===== src/rtl/ibex_rf_wb_arbiter_if.sv =====
// ibex_rf_wb_arbiter_if
//   Bundles the writeback-arbiter handshake and bus signals.
//   slave  : the arbiter (consumes EX/LSU requests and ID read addresses,
//            drives readies, the register-file write port and hazard/held).
//   master : the environment (EX, LSU, ID and the register file).
//   Signals:
//     ex_valid_i/ex_waddr_i/ex_wdata_i/ex_ready_o     EX write request
//     lsu_valid_i/lsu_waddr_i/lsu_wdata_i/lsu_ready_o LSU write request
//     rf_we_o/rf_waddr_o/rf_wdata_o                   register-file write port
//     raddr_a_i/raddr_b_i                             ID read addresses
//     hazard_o                                        read hits the parked write
//     held_o                                          holding buffer occupied
//   With IBEX_WB_ARB_STATS_EN defined, ex_stall_cnt_o and lsu_stall_cnt_o
//   are added.
interface ibex_rf_wb_arbiter_if #(
   parameter int unsigned DataWidth = 32
);
   logic                 ex_valid_i;
   logic [4:0]           ex_waddr_i;
   logic [DataWidth-1:0] ex_wdata_i;
   logic                 ex_ready_o;
   logic                 lsu_valid_i;
   logic [4:0]           lsu_waddr_i;
   logic [DataWidth-1:0] lsu_wdata_i;
   logic                 lsu_ready_o;
   logic                 rf_we_o;
   logic [4:0]           rf_waddr_o;
   logic [DataWidth-1:0] rf_wdata_o;
   logic [4:0]           raddr_a_i;
   logic [4:0]           raddr_b_i;
   logic                 hazard_o;
   logic                 held_o;
`ifdef IBEX_WB_ARB_STATS_EN
   logic [31:0]          ex_stall_cnt_o;
   logic [31:0]          lsu_stall_cnt_o;
`endif

   modport slave (
      input  ex_valid_i, ex_waddr_i, ex_wdata_i,
      input  lsu_valid_i, lsu_waddr_i, lsu_wdata_i,
      input  raddr_a_i, raddr_b_i,
      output ex_ready_o, lsu_ready_o,
      output rf_we_o, rf_waddr_o, rf_wdata_o,
`ifdef IBEX_WB_ARB_STATS_EN
      output ex_stall_cnt_o, lsu_stall_cnt_o,
`endif
      output hazard_o, held_o
   );

   modport master (
      output ex_valid_i, ex_waddr_i, ex_wdata_i,
      output lsu_valid_i, lsu_waddr_i, lsu_wdata_i,
      output raddr_a_i, raddr_b_i,
      input  ex_ready_o, lsu_ready_o,
      input  rf_we_o, rf_waddr_o, rf_wdata_o,
`ifdef IBEX_WB_ARB_STATS_EN
      input  ex_stall_cnt_o, lsu_stall_cnt_o,
`endif
      input  hazard_o, held_o
   );
endinterface


===== src/rtl/ibex_rf_wb_arbiter.sv =====
// ibex_rf_wb_arbiter
//   Shares the single register-file write port between EX and LSU writeback.
//   LSU wins; a losing EX write is parked in a one-entry buffer and drained
//   when LSU is idle. A hold counter bounds starvation: once the parked entry
//   has lost MaxHold times in a row, LSU is back-pressured for one cycle so the
//   entry drains. hazard_o lets ID stall reads of the parked register.
//   Ports:
//     clk_i   clock
//     rst_ni  asynchronous active-low reset
//     bus     ibex_rf_wb_arbiter_if.slave (requests, write port, hazard)
//   Parameters: RV32E (16 registers, address bit 4 ignored), DataWidth,
//   MaxHold (1..15).
//   Optional: define IBEX_WB_ARB_STATS_EN to add saturating EX/LSU stall
//   counters on the interface.
module ibex_rf_wb_arbiter #(
   parameter bit          RV32E     = 1'b0,
   parameter int unsigned DataWidth = 32,
   parameter int unsigned MaxHold   = 4
) (
   input  logic                    clk_i,
   input  logic                    rst_ni,
   ibex_rf_wb_arbiter_if.slave     bus
);

   // In RV32E the top address bit is dropped everywhere, so x16..x31 alias
   // x0..x15 (including the x0 "no write" rule).
   localparam logic [4:0] ADDR_MASK = RV32E ? 5'h0F : 5'h1F;
   localparam logic [3:0] HOLD_MAX  = 4'(MaxHold);

   typedef enum logic {
      S_EMPTY = 1'b0,
      S_HELD  = 1'b1
   } state_e;

   state_e               r_state;
   logic [3:0]           r_hold_cnt;
   logic [4:0]           r_buf_addr;
   logic [DataWidth-1:0] r_buf_data;

   logic [4:0]           w_ex_addr;
   logic [4:0]           w_lsu_addr;
   logic [4:0]           w_ra;
   logic [4:0]           w_rb;
   logic                 w_held;
   logic                 w_ex_ready;
   logic                 w_lsu_ready;
   logic                 w_lsu_fire;
   logic                 w_held_fire;
   logic                 w_ex_fire;
   logic                 w_capture;
   logic [4:0]           w_gnt_addr;
   logic [DataWidth-1:0] w_gnt_data;

   assign w_ex_addr  = bus.ex_waddr_i  & ADDR_MASK;
   assign w_lsu_addr = bus.lsu_waddr_i & ADDR_MASK;
   assign w_ra       = bus.raddr_a_i   & ADDR_MASK;
   assign w_rb       = bus.raddr_b_i   & ADDR_MASK;

   assign w_held      = (r_state == S_HELD);
   assign w_ex_ready  = !w_held;
   assign w_lsu_ready = !(w_held && (r_hold_cnt == HOLD_MAX));

   // Grant priority: LSU, then the parked entry, then a fresh EX request.
   assign w_lsu_fire  = bus.lsu_valid_i & w_lsu_ready;
   assign w_held_fire = !w_lsu_fire & w_held;
   assign w_ex_fire   = !w_lsu_fire & !w_held & bus.ex_valid_i;

   // EX loses to LSU: park it, unless it targets x0 (handshake only).
   assign w_capture = !w_held & bus.ex_valid_i & w_lsu_fire & (w_ex_addr != 5'd0);

   always_comb begin
      w_gnt_addr = 5'd0;
      w_gnt_data = '0;
      if (w_lsu_fire) begin
         w_gnt_addr = w_lsu_addr;
         w_gnt_data = bus.lsu_wdata_i;
      end else if (w_held_fire) begin
         w_gnt_addr = r_buf_addr;
         w_gnt_data = r_buf_data;
      end else if (w_ex_fire) begin
         w_gnt_addr = w_ex_addr;
         w_gnt_data = bus.ex_wdata_i;
      end
   end

   assign bus.ex_ready_o  = w_ex_ready;
   assign bus.lsu_ready_o = w_lsu_ready;
   assign bus.rf_waddr_o  = w_gnt_addr;
   assign bus.rf_wdata_o  = w_gnt_data;
   assign bus.rf_we_o     = (w_lsu_fire | w_held_fire | w_ex_fire) & (w_gnt_addr != 5'd0);
   assign bus.held_o      = w_held;
   // The buffer never holds x0, but guard anyway so x0 can never hazard.
   assign bus.hazard_o    = w_held & (r_buf_addr != 5'd0) &
                            ((w_ra == r_buf_addr) | (w_rb == r_buf_addr));

   always_ff @(posedge clk_i or negedge rst_ni) begin
      if (!rst_ni) begin
         r_state    <= S_EMPTY;
         r_hold_cnt <= 4'd0;
         r_buf_addr <= 5'd0;
         r_buf_data <= '0;
      end else begin
         case (r_state)
            S_EMPTY: begin
               if (w_capture) begin
                  r_state    <= S_HELD;
                  r_buf_addr <= w_ex_addr;
                  r_buf_data <= bus.ex_wdata_i;
                  r_hold_cnt <= 4'd0;
               end
            end
            S_HELD: begin
               // Any cycle the entry is not drained, it lost to LSU.
               if (w_lsu_fire) begin
                  r_hold_cnt <= r_hold_cnt + 4'd1;
               end else begin
                  r_state    <= S_EMPTY;
                  r_hold_cnt <= 4'd0;
               end
            end
            default: r_state <= S_EMPTY;
         endcase
      end
   end

`ifdef IBEX_WB_ARB_STATS_EN
   logic [31:0] r_ex_stall_cnt;
   logic [31:0] r_lsu_stall_cnt;

   always_ff @(posedge clk_i or negedge rst_ni) begin
      if (!rst_ni) begin
         r_ex_stall_cnt  <= 32'd0;
         r_lsu_stall_cnt <= 32'd0;
      end else begin
         if (bus.ex_valid_i && !w_ex_ready && (r_ex_stall_cnt != 32'hFFFF_FFFF))
            r_ex_stall_cnt <= r_ex_stall_cnt + 32'd1;
         if (bus.lsu_valid_i && !w_lsu_ready && (r_lsu_stall_cnt != 32'hFFFF_FFFF))
            r_lsu_stall_cnt <= r_lsu_stall_cnt + 32'd1;
      end
   end

   assign bus.ex_stall_cnt_o  = r_ex_stall_cnt;
   assign bus.lsu_stall_cnt_o = r_lsu_stall_cnt;
`endif

endmodule

===== src/flat_wrapper.sv =====
// flat-port wrapper written by rule: the top's interface ports become plain ports
module ibex_rf_wb_arbiter_flat 
#(
   parameter bit          RV32E     = 1'b0,
   parameter int unsigned DataWidth = 32,
   parameter int unsigned MaxHold   = 4
)
  (clk_i, rst_ni, bus_ex_valid_i, bus_ex_waddr_i, bus_ex_wdata_i, bus_lsu_valid_i, bus_lsu_waddr_i, bus_lsu_wdata_i, bus_raddr_a_i, bus_raddr_b_i, bus_ex_ready_o, bus_lsu_ready_o, bus_rf_we_o, bus_rf_waddr_o, bus_rf_wdata_o, bus_hazard_o, bus_held_o);
  ibex_rf_wb_arbiter_if #(.DataWidth(DataWidth)) bus_i ();
  input  logic clk_i;
  input  logic rst_ni;
  input wire logic [$bits(bus_i.ex_valid_i)-1:0] bus_ex_valid_i;
  input wire logic [$bits(bus_i.ex_waddr_i)-1:0] bus_ex_waddr_i;
  input wire logic [$bits(bus_i.ex_wdata_i)-1:0] bus_ex_wdata_i;
  input wire logic [$bits(bus_i.lsu_valid_i)-1:0] bus_lsu_valid_i;
  input wire logic [$bits(bus_i.lsu_waddr_i)-1:0] bus_lsu_waddr_i;
  input wire logic [$bits(bus_i.lsu_wdata_i)-1:0] bus_lsu_wdata_i;
  input wire logic [$bits(bus_i.raddr_a_i)-1:0] bus_raddr_a_i;
  input wire logic [$bits(bus_i.raddr_b_i)-1:0] bus_raddr_b_i;
  output wire logic [$bits(bus_i.ex_ready_o)-1:0] bus_ex_ready_o;
  output wire logic [$bits(bus_i.lsu_ready_o)-1:0] bus_lsu_ready_o;
  output wire logic [$bits(bus_i.rf_we_o)-1:0] bus_rf_we_o;
  output wire logic [$bits(bus_i.rf_waddr_o)-1:0] bus_rf_waddr_o;
  output wire logic [$bits(bus_i.rf_wdata_o)-1:0] bus_rf_wdata_o;
  output wire logic [$bits(bus_i.hazard_o)-1:0] bus_hazard_o;
  output wire logic [$bits(bus_i.held_o)-1:0] bus_held_o;
  assign bus_i.ex_valid_i = bus_ex_valid_i;
  assign bus_i.ex_waddr_i = bus_ex_waddr_i;
  assign bus_i.ex_wdata_i = bus_ex_wdata_i;
  assign bus_i.lsu_valid_i = bus_lsu_valid_i;
  assign bus_i.lsu_waddr_i = bus_lsu_waddr_i;
  assign bus_i.lsu_wdata_i = bus_lsu_wdata_i;
  assign bus_i.raddr_a_i = bus_raddr_a_i;
  assign bus_i.raddr_b_i = bus_raddr_b_i;
  assign bus_ex_ready_o = bus_i.ex_ready_o;
  assign bus_lsu_ready_o = bus_i.lsu_ready_o;
  assign bus_rf_we_o = bus_i.rf_we_o;
  assign bus_rf_waddr_o = bus_i.rf_waddr_o;
  assign bus_rf_wdata_o = bus_i.rf_wdata_o;
  assign bus_hazard_o = bus_i.hazard_o;
  assign bus_held_o = bus_i.held_o;
  ibex_rf_wb_arbiter #(.RV32E(RV32E), .DataWidth(DataWidth), .MaxHold(MaxHold)) u_core (.clk_i(clk_i), .rst_ni(rst_ni), .bus(bus_i));
endmodule

===== config.mk =====
export PLATFORM = sky130hd
export DESIGN_NAME = ibex_rf_wb_arbiter_flat
export DESIGN_NICKNAME = d
export VERILOG_FILES = /design/src/rtl/ibex_rf_wb_arbiter_if.sv /design/src/rtl/ibex_rf_wb_arbiter.sv /design/src/flat_wrapper.sv
export SDC_FILE = /design/constraint.sdc
export NUM_CORES = 1
export LEC_CHECK = 0
export CELL_PAD_IN_SITES_DETAIL_PLACEMENT = 1
export CELL_PAD_IN_SITES_GLOBAL_PLACEMENT = 1
export CORE_ASPECT_RATIO = 0.5
export CORE_UTILIZATION = 31
export CTS_CLUSTER_SIZE = 28
export DETAILED_ROUTE_END_ITERATION = 12
export HOLD_SLACK_MARGIN = 0.05
export PLACE_DENSITY_LB_ADDON = 0.1
export SLEW_MARGIN = 20
export SYNTH_ARGS = -nofsm -noshare
export SYNTH_HDL_FRONTEND = slang
export SYNTH_SLANG_ARGS = --single-unit

===== constraint.sdc =====
create_clock -name clk_i -period 4.9 [get_ports clk_i]
set_clock_uncertainty 0.2 [all_clocks]
set_input_delay 0.735 -clock clk_i [delete_from_list [all_inputs] [get_ports clk_i]]
set_output_delay 0.735 -clock clk_i [all_outputs]
set_load 0.05 [all_outputs]

==> run metrics, run 1 <==
Crit Path Class reg -> out; Max Clock Freq 0.230 GHz; vias in the first global route 2550; Crit path arrival time 3.42 ns; Worst Tran Pin Value 0.979 ns; CTS buffer count 5; aggregate global-route resource usage 19.3%; Unique masters post-synth 34; largest cells by area after synthesis dfrtp_1, mux2_2, a22oi_1; worst setup path start u_core.bus.held_o; final antenna diode count 0; Pwr Density 327 nW/um^2; Pre-Repair DR Iteration Count 4; YS warnings 0; number of port buffers 129; die width 130 um; CTS clock-pin slew for the worst setup and hold paths 0.06 ns; final worst setup slack 0.547 ns; H-tree Lvls 2; worst skew pair latency 0.28 ns; largest net degree at the start of global routing 50; FP Rows 22; crit path buf inv count 2; Crit. End Element output port; Synth area leader dfrtp_1; critical path depth in cells 6; top post-synthesis cells by count dfrtp_1, mux2_2, a21oi_1; RSZ-0062 raised after global routing no; wire length per cell 16.3 um; starting density of the core 33.4%; R2R depth 4; slowest CP cell dfrtp_2; syn_area_per_cell 9.83 um^2; Worst Path Max Fanout 49; initial antenna violation count 0; # nets final 470; slew margin rel. 34.8%; hold_ws 0.303 ns; cell area after synthesis 2550 um^2; setup violators final 0; Max Transition Viols Final 0; share of cells above drive strength 1 14.2%; deepest clock path buffer count 2; Placed Cells 480; Post-CTS Resized 0; post-route ant nets 0; DRC viols 0; count leader, synth dfrtp_1; Critical Path RT 3.96 ns; Yosys reg bits 42; worst hold stages 1; Pleak 1.63 nW; core outline area 7620 um^2; routability cong. 0.750; startpoint types register; CTS sink count 42; # Post-CTS Setup Buffers 0; Post-synth top flop dfrtp_1; Overall Power 1.34 mW; Crit path largest cell delay 1.01 ns; Overflow after GRT 0; DRT iter0 DRCs 88; Die Area 8600 um^2; fin cells 489; worst r2r src u_core.bus.held_o; worst vdd ir 0.000141 V; CTS Hold Bufs 0; Setup TNS Final 0 ns; Vias 2443; FFs w/ async S/R, synth 100%; Gate Count Post-Synth 259; CTS root buf clkbuf_16; worst-path cell chain nand4b_4 > nand2_2 > buf_12 > nor2_1 > a21oi_1 > clkdlybuf4s50_1; hold_sp u_core.r_buf_data[29]; outcome complete, no violations; Final Hold Vio Count 0; CTS tree done; Setup WS pre-CTS 0.760 ns; max_cap viols 0; Total Wirelength 7970 um; fin crit share 88.8%; syn nets 349; worst min path class reg -> reg; first-pass GRT wire length 12600 um; Top delay family on crit path buffers and inverters; P&R area growth vs syn 60.5%; top-area cell type share of the netlist area 41.3%; # IOs 130; vias per cell 5.00; HPWL after detailed placement 5860 um; minimum clock period 4.35 ns; fill count 831; number of flops mapped to enable cells by yosys 0; die height 66.1 um; sequential fraction of the synthesis area 41.3%
## kinds of logic (layout without fill, tap and decap cells)
group / count (synthesis) / in the layout / synth area share, %
AO/OA/AOI/OAI: 79 / 79 / 20.4
XOR/XNOR: 12 / 12 / 4.13
adder cells (fa/ha/maj): 2 / 2 / 0.983
buffers and inverters: 25 / 147 / 5.11
flip-flops: 42 / 42 / 41.3
multiplexers: 37 / 37 / 16.3
AND/OR/NAND/NOR: 62 / 62 / 11.7
## path summary, 6_finish.rpt
path | to | slack [ns]
worst max-delay path | bus_rf_wdata_o[24] | 0.55
worst min-delay path | u_core.r_buf_data[29] | 0.30
worst max register to register | u_core.r_hold_cnt[1] | 2.32
worst min register to register | u_core.r_buf_data[29] | 0.30
max in group asynchronous | u_core.bus.held_o | 3.46
min in group asynchronous | u_core.r_hold_cnt[0] | 0.39
## power by group
part | total, mW | switching, mW | internal (mW) | leakage, nW
clock network | 0.339 | 0.137 | 0.202 | 0.0729
registers | 0.488 | 0.0679 | 0.420 | 0.503
logic | 0.511 | 0.267 | 0.244 | 1.05
total | 1.34 | 0.472 | 0.866 | 1.63
## sequential cells by signal, summed over array words and instances (netlist names)
name and cells:
u_core.bus.held_o 1, u_core.r_buf_addr 5, u_core.r_buf_data 32, u_core.r_hold_cnt 4
## per-stage QoR
step | instance area [um^2] | util, %
global placement | 3910 | 51.3
global route | 4090 | 53.6
detailed placement | 3910 | 51.3
finish | 4090 | 53.6
CTS | 4060 | 53.2
floorplan | 2550 | -
## metal layers
| layer | GRT usage [%] | wire (um) |
|---|---|---|
| met4 | 4.80 | 70 |
| met1 | 22.7 | 3530 |
| met3 | 5.18 | 412 |
| met2 | 34.9 | 3950 |
| met5 | 0 | 0 |
## area by class of cell
class | instances | area (um^2) | area share, %
repair buffers | 134 | 1360 | 33.2
multi-input cells | 192 | 1370 | 33.6
clock inverters | 2 | 12.5 | 0.306
inverters | 5 | 18.8 | 0.459
clock buffers | 6 | 139 | 3.40
well taps | 108 | 135 | 3.31
flip-flops and latches | 42 | 1050 | 25.7
## placed cells by master, fill, tap and decap left out, types with 8 or more instances in the layout
master             n
nor2_1            32
xor2_1             8
a22oi_1           32
a21oi_1           33
dfrtp_1           41
nand2_1           12
clkdlybuf4s50_1  128
mux2_2            35
Power figures use the tool's default switching activity.
==> run 2, diff against run 1 <==
--- a/config.mk
+++ b/config.mk
@@ -11,8 +11,7 @@
 export CORE_UTILIZATION = 31
 export CTS_CLUSTER_SIZE = 28
 export DETAILED_ROUTE_END_ITERATION = 12
-export HOLD_SLACK_MARGIN = 0.05
-export PLACE_DENSITY_LB_ADDON = 0.1
+export PLACE_DENSITY = 0.9
 export SLEW_MARGIN = 20
 export SYNTH_ARGS = -nofsm -noshare
 export SYNTH_HDL_FRONTEND = slang
==> run 2 against run 1 <==
- total power is 0.78% higher
- non-clock buffer count rose by 3
- fmax increased by 4.6%
- sequential power down 2%
- setup slack gained 0.19 ns
- flip-flop and latch count is the same
- routed wire length is 26% higher
- core utilization shrank 0.098 points
- largest cell class unchanged
- global-route usage rose by 4.5 points
- hold slack better by 0.0031 ns
- clock power down 6.2%
- critical path depth grew 1
==> run metrics, run 2 (same netlist as run 1, synthesis figures left out) <==
outcome complete, no violations; register area 1050 um^2 (-0.12%); startpoint types primary input; DRT iter0 DRCs 146 (+66%); RSZ-0062 raised after global routing no; Worst Path Max Fanout 20 (-59%); HPWL after detailed placement 6840 um (+17%); slew margin rel. 36.1% (+1.3 points); CTS tree done; starting density of the core 33.4% (unchanged); Overflow after GRT 0 (unchanged); # Post-CTS Setup Buffers 0 (unchanged); # nets final 473 (+0.64%); worst skew pair latency 0.28 ns (about the same); P&R area growth vs syn 60.2%; Crit Path Class in -> out; CTS Hold Bufs 0 (unchanged); aggregate global-route resource usage 23.8% (+4.5 points); fin cells 491 (+0.41%); final antenna diode count 0 (unchanged); Pre-Repair DR Iteration Count 5 (+1); post-route ant nets 0 (unchanged); first-pass GRT wire length 15400 um (+22%); r2r endpoint u_core.r_buf_data[23]; minimum clock period 4.16 ns (-0.190 ns); hold_sp u_core.r_buf_data[18]; wire length per cell 20.4 um (+25%); CTS sink count 42 (unchanged); core outline area 7620 um^2 (unchanged); vias in the first global route 2960 (+16%); largest net degree at the start of global routing 43 (-14%); Critical Path RT 3.96 ns (about the same); Top delay family on crit path buffers and inverters; Max Transition Viols Final 0 (unchanged); fill count 863 (+3.9%); cell with the most instances on the worst path clkdlybuf4s50_1; final core occ 53.5% (-0.098 points); Vias 2643 (+8.2%); H-tree Lvls 2 (unchanged); Die Area 8600 um^2 (unchanged); deepest clock path buffer count 2 (unchanged); worst-path cell chain clkdlybuf4s50_1 > nor3b_4 > buf_4 > a22o_1 > mux2_2 > nand4b_1 > clkdlybuf4s50_1; CTS root buf clkbuf_16; commonest cells after routing, fill and taps aside clkdlybuf4s50_1, dfrtp_1, mux2_2; worst setup path start bus_lsu_valid_i; initial antenna violation count 0 (unchanged); Crit path largest cell delay 0.83 ns (-0.18 ns); hold_ws 0.306 ns (+0.00311 ns); Placed Cells 483 (+0.63%); Max Clock Freq 0.240 GHz (+4.6%); Reg with most FFs u_core.r_buf_data; max reg flops 32 (unchanged); FP Rows 22 (unchanged); Crit path arrival time 3.23 ns (-0.19 ns); die height 66.1 um (unchanged); worst vdd ir 0.000152 V (+7.3%); vias per cell 5.38 (+7.7%); Worst Tran Pin Value 0.959 ns (-0.0198 ns); most common cell after layout, fill and taps aside clkdlybuf4s50_1; worst r2r src u_core.bus.held_o; CTS clock-pin slew for the worst setup and hold paths 0.05 ns (about the same); R2R depth 5 (+1); final worst setup slack 0.737 ns (+0.190 ns); worst min path class reg -> reg; worst reg2reg setup slack 2.80 ns (+0.48 ns); Pwr Density 331 nW/um^2 (+0.96%); CTS buffer count 5 (unchanged); Setup TNS Final 0 ns (unchanged); Final Hold Vio Count 0 (unchanged); Endpoint, Worst Hold u_core.r_buf_data[18]; routability cong. 0.807 (+7.6%); Largest regs u_core.r_buf_data: 32 flops, u_core.r_buf_addr: 5 flops, u_core.r_hold_cnt: 4 flops; worst hold stages 1 (unchanged); Pleak 1.64 nW (+0.50%); # IOs 130 (unchanged); Multi-input gate area 1370 um^2 (unchanged); slowest CP cell clkdlybuf4s50_1; max_cap viols 0 (unchanged); fin crit share 85.0% (-3.9 points); DRC viols 0 (unchanged); share of cells above drive strength 1 14.4% (+0.19 points); setup violators final 0 (unchanged); die width 130 um (unchanged); crit path buf inv count 3 (+1); Total Wirelength 10000 um (+26%); Post-CTS Resized 0 (unchanged); Crit. End Element output port; Setup WS pre-CTS 0.767 ns (+0.00686 ns); number of port buffers 129 (unchanged)
## run 2: changes by cell type in the layout (fill, tap and decap cells not counted)
cell	change
buf_4	+4
dfrtp_2	-1
clkbuf_8	-1
clkinv_2	+1
clkinvlp_4	-1
dfrtp_1	+1
buf_12	-1
## run 2: power by group
part | internal, mW | switching, mW
clock network | 0.184 | 0.134
registers | 0.421 | 0.0593
logic | 0.247 | 0.304
## run 2: layer usage
metal	global-route usage [%]	vias up	part of all wire, %
met3	3.80	31	3.8
met5	0	-	0
met1	25.2	1342	38
met2	46.1	80	54
li1	-	1190	-
met4	11.8	0	3.9
## run 2: cell type report
cell class	instances	area share (%)
multi-input cells	192	33.7
well taps	108	3.31
clock inverters	2	0.245
inverters	5	0.460
repair buffers	137	33.5
flip-flops and latches	42	25.8
clock buffers	5	3.07
## run 2: worst max path at each step
stage	cells after the start	end	slack, ns
2_1_floorplan	6	bus_rf_wdata_o[10]	1.34
3_3_place_gp	7	bus_rf_we_o	0.86
3_5_place_dp	7	bus_rf_we_o	0.77
4_1_cts	7	bus_rf_we_o	0.75
5_1_grt	7	bus_rf_we_o	0.64
6_report	7	bus_rf_we_o	0.74
## run 2: per-stage QoR
| stage | power (mW) | area [um^2] |
|---|---|---|
| after floorplan | 0.802 | 2550 |
| after global placement | 0.986 | 3920 |
| after detailed placement | 1.02 | 3920 |
| after CTS | 1.35 | 4050 |
| after global routing | 1.41 | 4080 |
| final | 1.35 | 4080 |
## run 2: worst register-to-register path, stage by stage, from the launching register on
cell	delay [ns]
dfrtp_1	0.35
buf_4	0.30
and3b_1	0.28
o21ai_4	0.22
buf_16	0.25
mux2_2	0.38
